$ cat src/rtl/router_fsm_if.sv
// rtl/router_fsm_if.sv - handshake and phase-strobe bundle between packet source, FIFOs, register block and router_fsm
interface router_fsm_if #(
    parameter int WIDTH = 8
) ();
    logic             pkt_valid;
    logic [WIDTH-1:0] data_in;
    logic             fifo_full;
    logic             fifo_empty_0;
    logic             fifo_empty_1;
    logic             fifo_empty_2;
    logic             soft_reset_0;
    logic             soft_reset_1;
    logic             soft_reset_2;
    logic             parity_done;
    logic             low_pkt_valid;
    logic             write_enb_reg;
    logic             detect_add;
    logic             lfd_state;
    logic             ld_state;
    logic             laf_state;
    logic             full_state;
    logic             rst_int_reg;
    logic             busy;
    logic [1:0]       dest_addr;

    modport slave (
        input  pkt_valid, data_in, fifo_full,
        input  fifo_empty_0, fifo_empty_1, fifo_empty_2,
        input  soft_reset_0, soft_reset_1, soft_reset_2,
        input  parity_done, low_pkt_valid,
        output write_enb_reg, detect_add, lfd_state, ld_state, laf_state,
        output full_state, rst_int_reg, busy, dest_addr
    );

    modport master (
        output pkt_valid, data_in, fifo_full,
        output fifo_empty_0, fifo_empty_1, fifo_empty_2,
        output soft_reset_0, soft_reset_1, soft_reset_2,
        output parity_done, low_pkt_valid,
        input  write_enb_reg, detect_add, lfd_state, ld_state, laf_state,
        input  full_state, rst_int_reg, busy, dest_addr
    );
endinterface

$ cat src/rtl/router_fsm.sv
// rtl/router_fsm.sv - packet-sequencing controller for the 1x3 router datapath
module router_fsm #(
    parameter int WIDTH = 8
) (
    input  logic        clock,
    input  logic        reset,
    router_fsm_if.slave bus
);
    typedef enum logic [2:0] {
        DECODE_ADDRESS     = 3'd0,
        WAIT_TILL_EMPTY    = 3'd1,
        LOAD_FIRST_DATA    = 3'd2,
        LOAD_DATA          = 3'd3,
        FIFO_FULL_STATE    = 3'd4,
        LOAD_AFTER_FULL    = 3'd5,
        LOAD_PARITY        = 3'd6,
        CHECK_PARITY_ERROR = 3'd7
    } state_t;

    state_t           r_state;
    state_t           w_next;
    logic [1:0]       r_dest_addr;
    logic [WIDTH-1:0] w_hdr;
    logic [1:0]       w_hdr_addr;
    logic             w_hdr_ok;
    logic             w_hdr_empty;
    logic             w_sel_empty;
    logic             w_sel_soft;
    logic             w_unused_hdr;

    assign w_hdr        = bus.data_in;
    assign w_hdr_addr   = w_hdr[1:0];
    assign w_unused_hdr = ^w_hdr[WIDTH-1:2];
    assign w_hdr_ok     = bus.pkt_valid && (w_hdr_addr != 2'd3);

    always_comb begin
        w_hdr_empty = 1'b0;
        case (w_hdr_addr)
            2'd0:    w_hdr_empty = bus.fifo_empty_0;
            2'd1:    w_hdr_empty = bus.fifo_empty_1;
            2'd2:    w_hdr_empty = bus.fifo_empty_2;
            default: w_hdr_empty = 1'b0;
        endcase
    end

    // Only the FIFO this packet is routed to may stall or abort it
    always_comb begin
        w_sel_empty = 1'b0;
        w_sel_soft  = 1'b0;
        case (r_dest_addr)
            2'd0: begin w_sel_empty = bus.fifo_empty_0; w_sel_soft = bus.soft_reset_0; end
            2'd1: begin w_sel_empty = bus.fifo_empty_1; w_sel_soft = bus.soft_reset_1; end
            2'd2: begin w_sel_empty = bus.fifo_empty_2; w_sel_soft = bus.soft_reset_2; end
            default: begin w_sel_empty = 1'b0; w_sel_soft = 1'b0; end
        endcase
    end

    always_ff @(posedge clock) begin
        if (reset) begin
            r_state     <= DECODE_ADDRESS;
            r_dest_addr <= 2'b00;
        end else begin
            r_state <= w_next;
            if (r_state == DECODE_ADDRESS && w_hdr_ok) begin
                r_dest_addr <= w_hdr_addr;
            end
        end
    end

    always_comb begin
        w_next = r_state;
        if (r_state != DECODE_ADDRESS && w_sel_soft) begin
            w_next = DECODE_ADDRESS;
        end else begin
            case (r_state)
                DECODE_ADDRESS: begin
                    if (w_hdr_ok) begin
                        w_next = w_hdr_empty ? LOAD_FIRST_DATA : WAIT_TILL_EMPTY;
                    end
                end
                WAIT_TILL_EMPTY:    if (w_sel_empty) w_next = LOAD_FIRST_DATA;
                LOAD_FIRST_DATA:    w_next = LOAD_DATA;
                LOAD_DATA: begin
                    if (bus.fifo_full)       w_next = FIFO_FULL_STATE;
                    else if (!bus.pkt_valid) w_next = LOAD_PARITY;
                end
                FIFO_FULL_STATE:    if (!bus.fifo_full) w_next = LOAD_AFTER_FULL;
                LOAD_AFTER_FULL: begin
                    if (bus.parity_done)        w_next = DECODE_ADDRESS;
                    else if (bus.low_pkt_valid) w_next = LOAD_PARITY;
                    else                        w_next = LOAD_DATA;
                end
                LOAD_PARITY:        w_next = CHECK_PARITY_ERROR;
                CHECK_PARITY_ERROR: w_next = bus.fifo_full ? FIFO_FULL_STATE : DECODE_ADDRESS;
                default:            w_next = DECODE_ADDRESS;
            endcase
        end
    end

    always_comb begin
        bus.detect_add    = (r_state == DECODE_ADDRESS);
        bus.lfd_state     = (r_state == LOAD_FIRST_DATA);
        bus.ld_state      = (r_state == LOAD_DATA);
        bus.laf_state     = (r_state == LOAD_AFTER_FULL);
        bus.full_state    = (r_state == FIFO_FULL_STATE);
        bus.rst_int_reg   = (r_state == CHECK_PARITY_ERROR);
        bus.write_enb_reg = (r_state == LOAD_DATA) || (r_state == LOAD_AFTER_FULL)
                          || (r_state == LOAD_PARITY);
        bus.busy          = !((r_state == DECODE_ADDRESS) || (r_state == LOAD_DATA));
        bus.dest_addr     = r_dest_addr;
    end
endmodule

$ cat src/flat_wrapper.sv
// flat-port wrapper written by rule: the top's interface ports become plain ports
module router_fsm_flat 
#(
    parameter int WIDTH = 8
)
  (clock, reset, bus_pkt_valid, bus_data_in, bus_fifo_full, bus_fifo_empty_0, bus_fifo_empty_1, bus_fifo_empty_2, bus_soft_reset_0, bus_soft_reset_1, bus_soft_reset_2, bus_parity_done, bus_low_pkt_valid, bus_write_enb_reg, bus_detect_add, bus_lfd_state, bus_ld_state, bus_laf_state, bus_full_state, bus_rst_int_reg, bus_busy, bus_dest_addr);
  router_fsm_if #(.WIDTH(WIDTH)) bus_i ();
  input  logic clock;
  input  logic reset;
  input wire logic [$bits(bus_i.pkt_valid)-1:0] bus_pkt_valid;
  input wire logic [$bits(bus_i.data_in)-1:0] bus_data_in;
  input wire logic [$bits(bus_i.fifo_full)-1:0] bus_fifo_full;
  input wire logic [$bits(bus_i.fifo_empty_0)-1:0] bus_fifo_empty_0;
  input wire logic [$bits(bus_i.fifo_empty_1)-1:0] bus_fifo_empty_1;
  input wire logic [$bits(bus_i.fifo_empty_2)-1:0] bus_fifo_empty_2;
  input wire logic [$bits(bus_i.soft_reset_0)-1:0] bus_soft_reset_0;
  input wire logic [$bits(bus_i.soft_reset_1)-1:0] bus_soft_reset_1;
  input wire logic [$bits(bus_i.soft_reset_2)-1:0] bus_soft_reset_2;
  input wire logic [$bits(bus_i.parity_done)-1:0] bus_parity_done;
  input wire logic [$bits(bus_i.low_pkt_valid)-1:0] bus_low_pkt_valid;
  output wire logic [$bits(bus_i.write_enb_reg)-1:0] bus_write_enb_reg;
  output wire logic [$bits(bus_i.detect_add)-1:0] bus_detect_add;
  output wire logic [$bits(bus_i.lfd_state)-1:0] bus_lfd_state;
  output wire logic [$bits(bus_i.ld_state)-1:0] bus_ld_state;
  output wire logic [$bits(bus_i.laf_state)-1:0] bus_laf_state;
  output wire logic [$bits(bus_i.full_state)-1:0] bus_full_state;
  output wire logic [$bits(bus_i.rst_int_reg)-1:0] bus_rst_int_reg;
  output wire logic [$bits(bus_i.busy)-1:0] bus_busy;
  output wire logic [$bits(bus_i.dest_addr)-1:0] bus_dest_addr;
  assign bus_i.pkt_valid = bus_pkt_valid;
  assign bus_i.data_in = bus_data_in;
  assign bus_i.fifo_full = bus_fifo_full;
  assign bus_i.fifo_empty_0 = bus_fifo_empty_0;
  assign bus_i.fifo_empty_1 = bus_fifo_empty_1;
  assign bus_i.fifo_empty_2 = bus_fifo_empty_2;
  assign bus_i.soft_reset_0 = bus_soft_reset_0;
  assign bus_i.soft_reset_1 = bus_soft_reset_1;
  assign bus_i.soft_reset_2 = bus_soft_reset_2;
  assign bus_i.parity_done = bus_parity_done;
  assign bus_i.low_pkt_valid = bus_low_pkt_valid;
  assign bus_write_enb_reg = bus_i.write_enb_reg;
  assign bus_detect_add = bus_i.detect_add;
  assign bus_lfd_state = bus_i.lfd_state;
  assign bus_ld_state = bus_i.ld_state;
  assign bus_laf_state = bus_i.laf_state;
  assign bus_full_state = bus_i.full_state;
  assign bus_rst_int_reg = bus_i.rst_int_reg;
  assign bus_busy = bus_i.busy;
  assign bus_dest_addr = bus_i.dest_addr;
  router_fsm #(.WIDTH(WIDTH)) u_core (.clock(clock), .reset(reset), .bus(bus_i));
endmodule
$ cat config.mk
export PLATFORM = sky130hd
export DESIGN_NAME = router_fsm_flat
export DESIGN_NICKNAME = d
export VERILOG_FILES = /design/src/rtl/router_fsm_if.sv /design/src/rtl/router_fsm.sv /design/src/flat_wrapper.sv
export SDC_FILE = /design/constraint.sdc
export NUM_CORES = 1
export LEC_CHECK = 0
export ABC_CLOCK_PERIOD_IN_PS = 2300
export CORE_AREA = 2 2 39 41
export DETAILED_ROUTE_END_ITERATION = 6
export DIE_AREA = 0 0 41 43
export MAX_ROUTING_LAYER = met4
export PLACE_DENSITY_LB_ADDON = 0.3
export SLEW_MARGIN = 25
export SYNTH_ARGS = -nofsm -noshare
export SYNTH_HDL_FRONTEND = slang
export SYNTH_SLANG_ARGS = --single-unit
$ cat constraint.sdc
create_clock -name clock -period 2.3 [get_ports clock]
set_input_delay 0.46 -clock clock [delete_from_list [all_inputs] [get_ports clock]]
set_output_delay 0.46 -clock clock [all_outputs]
set_load 0.05 [all_outputs]
Yosys cells after proc, flatten, opt, wreduce, memory -nomap -nowiden
Cells that the tools add are included.
{"block": "word_totals", "ram_bits": 0, "romBits": 0, "word_cells": 44, "mem_count": 0, "in_bits": 20, "ff_bits": 5, "output_inout_bits": 10, "latch_bits": 0}
{"block": "op_classes", "mul": 0, "bitwise_logic": 0, "shifts": 0, "n_addsub": 0, "mux": 13, "n_reduce_logical": 13, "eq_ne": 16, "div": 0, "order_cmp": 0}
{"operator": "two-way mux 3 bit", "count": 8}
{"operator": "one-hot mux 3 bit (8 select lines)", "count": 1}
{"operator": "== test 3 bit, second input constant", "count": 4}
{"operator": "one-hot mux 1 bit (3 select lines)", "count": 3}
{"operator": "== test 3 x 2 -> 1 bit, second input constant", "count": 2}
{"operator": "== test 2 x 1 -> 1 bit, second input constant", "count": 2}
{"operator": "== test 2 bit, second input constant", "count": 2}
{"operator": "logical NOT 2 bit", "count": 2}
{"operator": "inequality test 2 x 1 -> 1 bit, second input constant", "count": 2}
{"operator": "inequality test 2 bit, second input constant", "count": 2}
{"operator": "AND reduction 4 bit", "count": 1}
{"operator": "== test 3 x 1 -> 1 bit, second input constant", "count": 1}
{"operator": "logical AND 1 bit", "count": 3}
{"operator": "logical NOT 3 bit", "count": 1}
{"operator": "logical OR 1 bit", "count": 3}
{"operator": "inequality test 3 bit, second input constant", "count": 1}
{"operator": "nonzero test 3 bit", "count": 1}
{"operator": "two-way mux 2 bit", "count": 1}
{"operator": "OR reduction 2 bit", "count": 1}
{"operator": "logical NOT 1 bit", "count": 1}

Longest topological paths before layout
{"block": "logic_depth", "ltp_word": 5, "mapped_depth": 5, "ltp_nobuf": 5}

Least setup slack after synthesis
No wires, ideal clock.
{"block": "synth_path", "kind": "register -> register", "startpoint": "register u_core.r_state[2]", "endpoint": "register u_core.r_state[0]", "setup_slack_ns": 0.032, "path_stages_with_launch": 6, "required_time_ns": 2.177, "period_less_slack_ns": 2.268, "path_buffers": 1, "setup_time_ns": 0.123, "t_arrival_ns": 2.145, "cell_sequence": "dfxtp_1 > buf_2 > nor3b_1 > a21o_1 > a21oi_2 > a21boi_2"}
{"block": "synth_between", "elab_chain_len": 3, "word_cells_on_any_way": 17, "cone_classes": "eq/ne: 11; mux: 1; reduce/logical: 5"}
{"element": "start, declared", "line": "router_fsm.sv:20", "text": "state_t r_state;"}
{"element": "start signal, assigned", "line": "router_fsm.sv:63", "text": "r_state <= w_next;"}
{"element": "== test 3 bit (*)"}
{"element": "named net bus_full_state", "line": "flat_wrapper.sv:26", "text": "output wire logic [$bits(bus_i.full_state)-1:0] bus_full_state;"}
{"element": "inequality test 2 bit (no line)"}
{"element": "AND reduction 4 bit (no line)"}
The timed path passes the listed nets; every way through them passes the cells marked *.
A chain may end at the register's enable or synchronous reset.

Final worst setup path
{"block": "layout_path", "startpoint": "register u_core.r_state[1]", "endpoint": "output bus_busy"}
{"block": "layout_between", "elab_chain_len": 3, "word_cells_on_any_way": 4, "cone_classes": "eq/ne: 1; reduce/logical: 3"}
{"element": "== test 3 x 2 -> 1 bit / logical NOT 3 bit (equally long branches)", "line": "router_fsm.sv:109", "text": "bus.busy = !((r_state == DECODE_ADDRESS) || (r_state == LOAD_DATA));"}
{"element": "logical OR 1 bit (*)", "line": "router_fsm.sv:109"}
{"element": "logical NOT 1 bit (*)", "line": "router_fsm.sv:109"}
{"element": "end, declared", "line": "flat_wrapper.sv:28", "text": "output wire logic [$bits(bus_i.busy)-1:0] bus_busy;"}
Every way passes the cells marked *; elsewhere a longest branch is shown, timed or not.

==> impl_results.md <==
- Flops & latches, synth: 5
- Die Footprint: 0.001763 mm^2
- Number of top-level pins: 30
- CP startpoint kind: flip-flop
- Total gr overflow: 0
- CP Max Fanout: 15
- Synth unique cells: 31
- Register area share after synthesis: between 20% and 30%
- Top post-synthesis cells by count: 6 x nor2_1, 5 x dfxtp_1, 5 x nand2_1
- Worst-skew pair later-pin latency: ~240 ps
- Pwr dens: about 580 mW/mm^2
- Clock transition at the registers of the reported paths: about 40 ps
- Hold Fails Final Rpt: 0
- Static leakage: 0.2962 nW
- CTS buffer count: 3
- CP Capture Type: primary output
- Layout Nets: around 100
- ANT nets after route: 0
- Vias/cell: 5.121
- Wirelength, routed: between 1000 and 1500 um
- WL/cell: ~11 um
- Fin crit share: around nine tenths
- Worst vdd ir: roughly 470 uV
- Initial antenna violation count: 0
- Final setup violation count: 0
- Drt first-iter violations: 4
- Total negative slack: 0 ps
- Die Ht: between 40 and 50 um
- RSZ-0062 raised after global routing: no
- Area leader, netlist: dfxtp_1
- Arr. time, crit path: around 1600 ps
- Avg Cell Area, Syn: 7.910 um^2
- Relative slew slack: between 60% and 70%
- Worst-Margin Slew: around 500 ps
- Net Count, Synth: 79
- First-pass DRT Iterations: 4
- N_diodes: 0
- EDFF count, synth: 0
- Worst Skew: around 0.54 ps
- RD Place Congestion: about 0.72
- GR Util All Layers: ~16%
- DRC Markers: 0
- R2R cell count: 5
- FP Rows: 14
- Required @ worst endpoint: between 1500 and 2000 ps
- Post_cts resized: 0
- Ranking of synthesized cells by area: dfxtp_1 21%, mux2i_1 6.4%, nor3b_2 5.4%, nand3b_1 4.8%, nor2_1 4.8%
- Layout cells sized above 1: between 20% and 30%
- Placed cells: between 90 and 100
- CP Class: flip-flop to primary output
- Post-DP HPWL: a little under 900 um
- CTS tree: done
- Type of the worst min-delay path: flip-flop to flip-flop
- Ys flop type: dfxtp_1
- CP endpoint: bus_busy
- Initial Utilization: between 30% and 40%
- Max Root-Sink Buffers: 2
- Synthesized area: 466.7 um^2
- Slew Limit Fails: 0
- Share of the synthesized area in the top cell type: ~21%
- Core Region: 0.001384 mm^2
- First-pass GRT wire length: roughly 1900 um
- Via Count: ~500
- YS warnings: 0
- Area grow syn2layout: 57.37%
- Htree depth: 1
- Synthesized instance count: 59
- Largest net degree at the start of global routing: 16
- Total Power: roughly 0.00043 W
- Sink Count: 5
- Vias in the first global route: between 400 and 500
- Reg-to-Reg Start: u_core.r_state[0]
- Post-CTS Setup Repair Bufs: 0
- Tmin final: 2026 ps
- Max Cap Viol: 0
- Reg2reg end: u_core.r_state[0]
- Register-to-register setup slack: roughly 840 ps
- Root Buffer: clkbuf_4
- Die W: between 40 and 50 um
- Cts hold-fix bufs: 0
- Fmax: about 490 MHz
- Status: completed
- Asr flop ratio synth: 0%
- Critical path origin: u_core.r_state[1]
- Post-Layout Cell Count: 99
- Count leader, synth: nor2_1
- Input/output buffers: 23
-- registers in the layout, indices dropped and copies added, names as in the netlist --
| register | cells |
|---|---|
| u_core.r_state | 3 |
| u_core.bus.dest_addr | 2 |
-- layout by cell type (no fill, tap or decap), types with 3 or more instances in the layout --
cell              n
clkdlybuf4s50_1  15
buf_4             6
dfxtp_1           5
nand2_1           5
and3_1            3
clkbuf_4          3
a21oi_1           4
nand3b_1          3
nor2_1            6
mux2i_1           3
-- per-stage QoR --
| step | cell area, um^2 | util (%) | hold slack [ps] | worst slack [ps] |
|---|---|---|---|---|
| finish | 734.5 | 53.07 | 610.5 | 274.4 |
| global route | 734.5 | 53.07 | 650.6 | 152.4 |
| CTS | 734.5 | 53.07 | 621.6 | 241.2 |
| detailed placement | 708.2 | 51.18 | 603.7 | 510.0 |
| global placement | 708.2 | 51.18 | 600.1 | 544.2 |
| floorplan | 466.7 | - | 529.7 | 31.77 |
-- where the power goes --
group          internal, W  switching (W)
Sequential       0.0000951      0.0000219
Clock            0.0000656      0.0000360
Combinational     0.000101       0.000110
-- per-layer routing --
metal	track usage [%]	part of all wire (%)	vias up
met2	22.50	47	28
li1	-	-	264
met1	20.45	44	215
met5	-	0	-
met3	6.283	8.9	0
met4	4.000	0	0
-- critical path, stage by stage, from the launching register on --
cell	delay, ps
dfxtp_1	600
or3_4	260
clkinv_2	110
nor2_1	200
buf_12	160
-- kinds of logic (layout without fill, tap and decap cells) --
family	after synthesis	in the layout	synth area share, %
muxes	3	3	6.435
and+or+nand+nor	28	28	39.68
buffers and inverters	5	29	4.823
DFF	5	5	21.45
xor gates and xnor gates	1	1	1.877
AOI/OAI and AO/OA	17	17	25.74
-- how the worst min path moves through the flow --
stage / start / to / slack (ps) / depth (start not counted)
3_5_place_dp: u_core.bus.dest_addr[0] / u_core.bus.dest_addr[0] / 600 / 2
6_report: u_core.bus.dest_addr[1] / u_core.bus.dest_addr[1] / 610 / 2
3_3_place_gp: u_core.bus.dest_addr[0] / u_core.bus.dest_addr[0] / 600 / 2
5_1_grt: u_core.bus.dest_addr[1] / u_core.bus.dest_addr[1] / 650 / 2
2_1_floorplan: reset / u_core.bus.dest_addr[0] / 530 / 1
4_1_cts: u_core.bus.dest_addr[0] / u_core.bus.dest_addr[0] / 620 / 2
-- layout make-up --
class | instances | area [um^2]
Fill cell | 135 | 649.4
Multi-Input combinational cell | 49 | 344.1
Timing Repair Buffer | 23 | 235.2
Sequential cell | 5 | 100.1
Clock buffer | 4 | 26.28
Tap cell | 16 | 20.02
Inverter | 2 | 8.758
(Power assumes the default switching activity.)
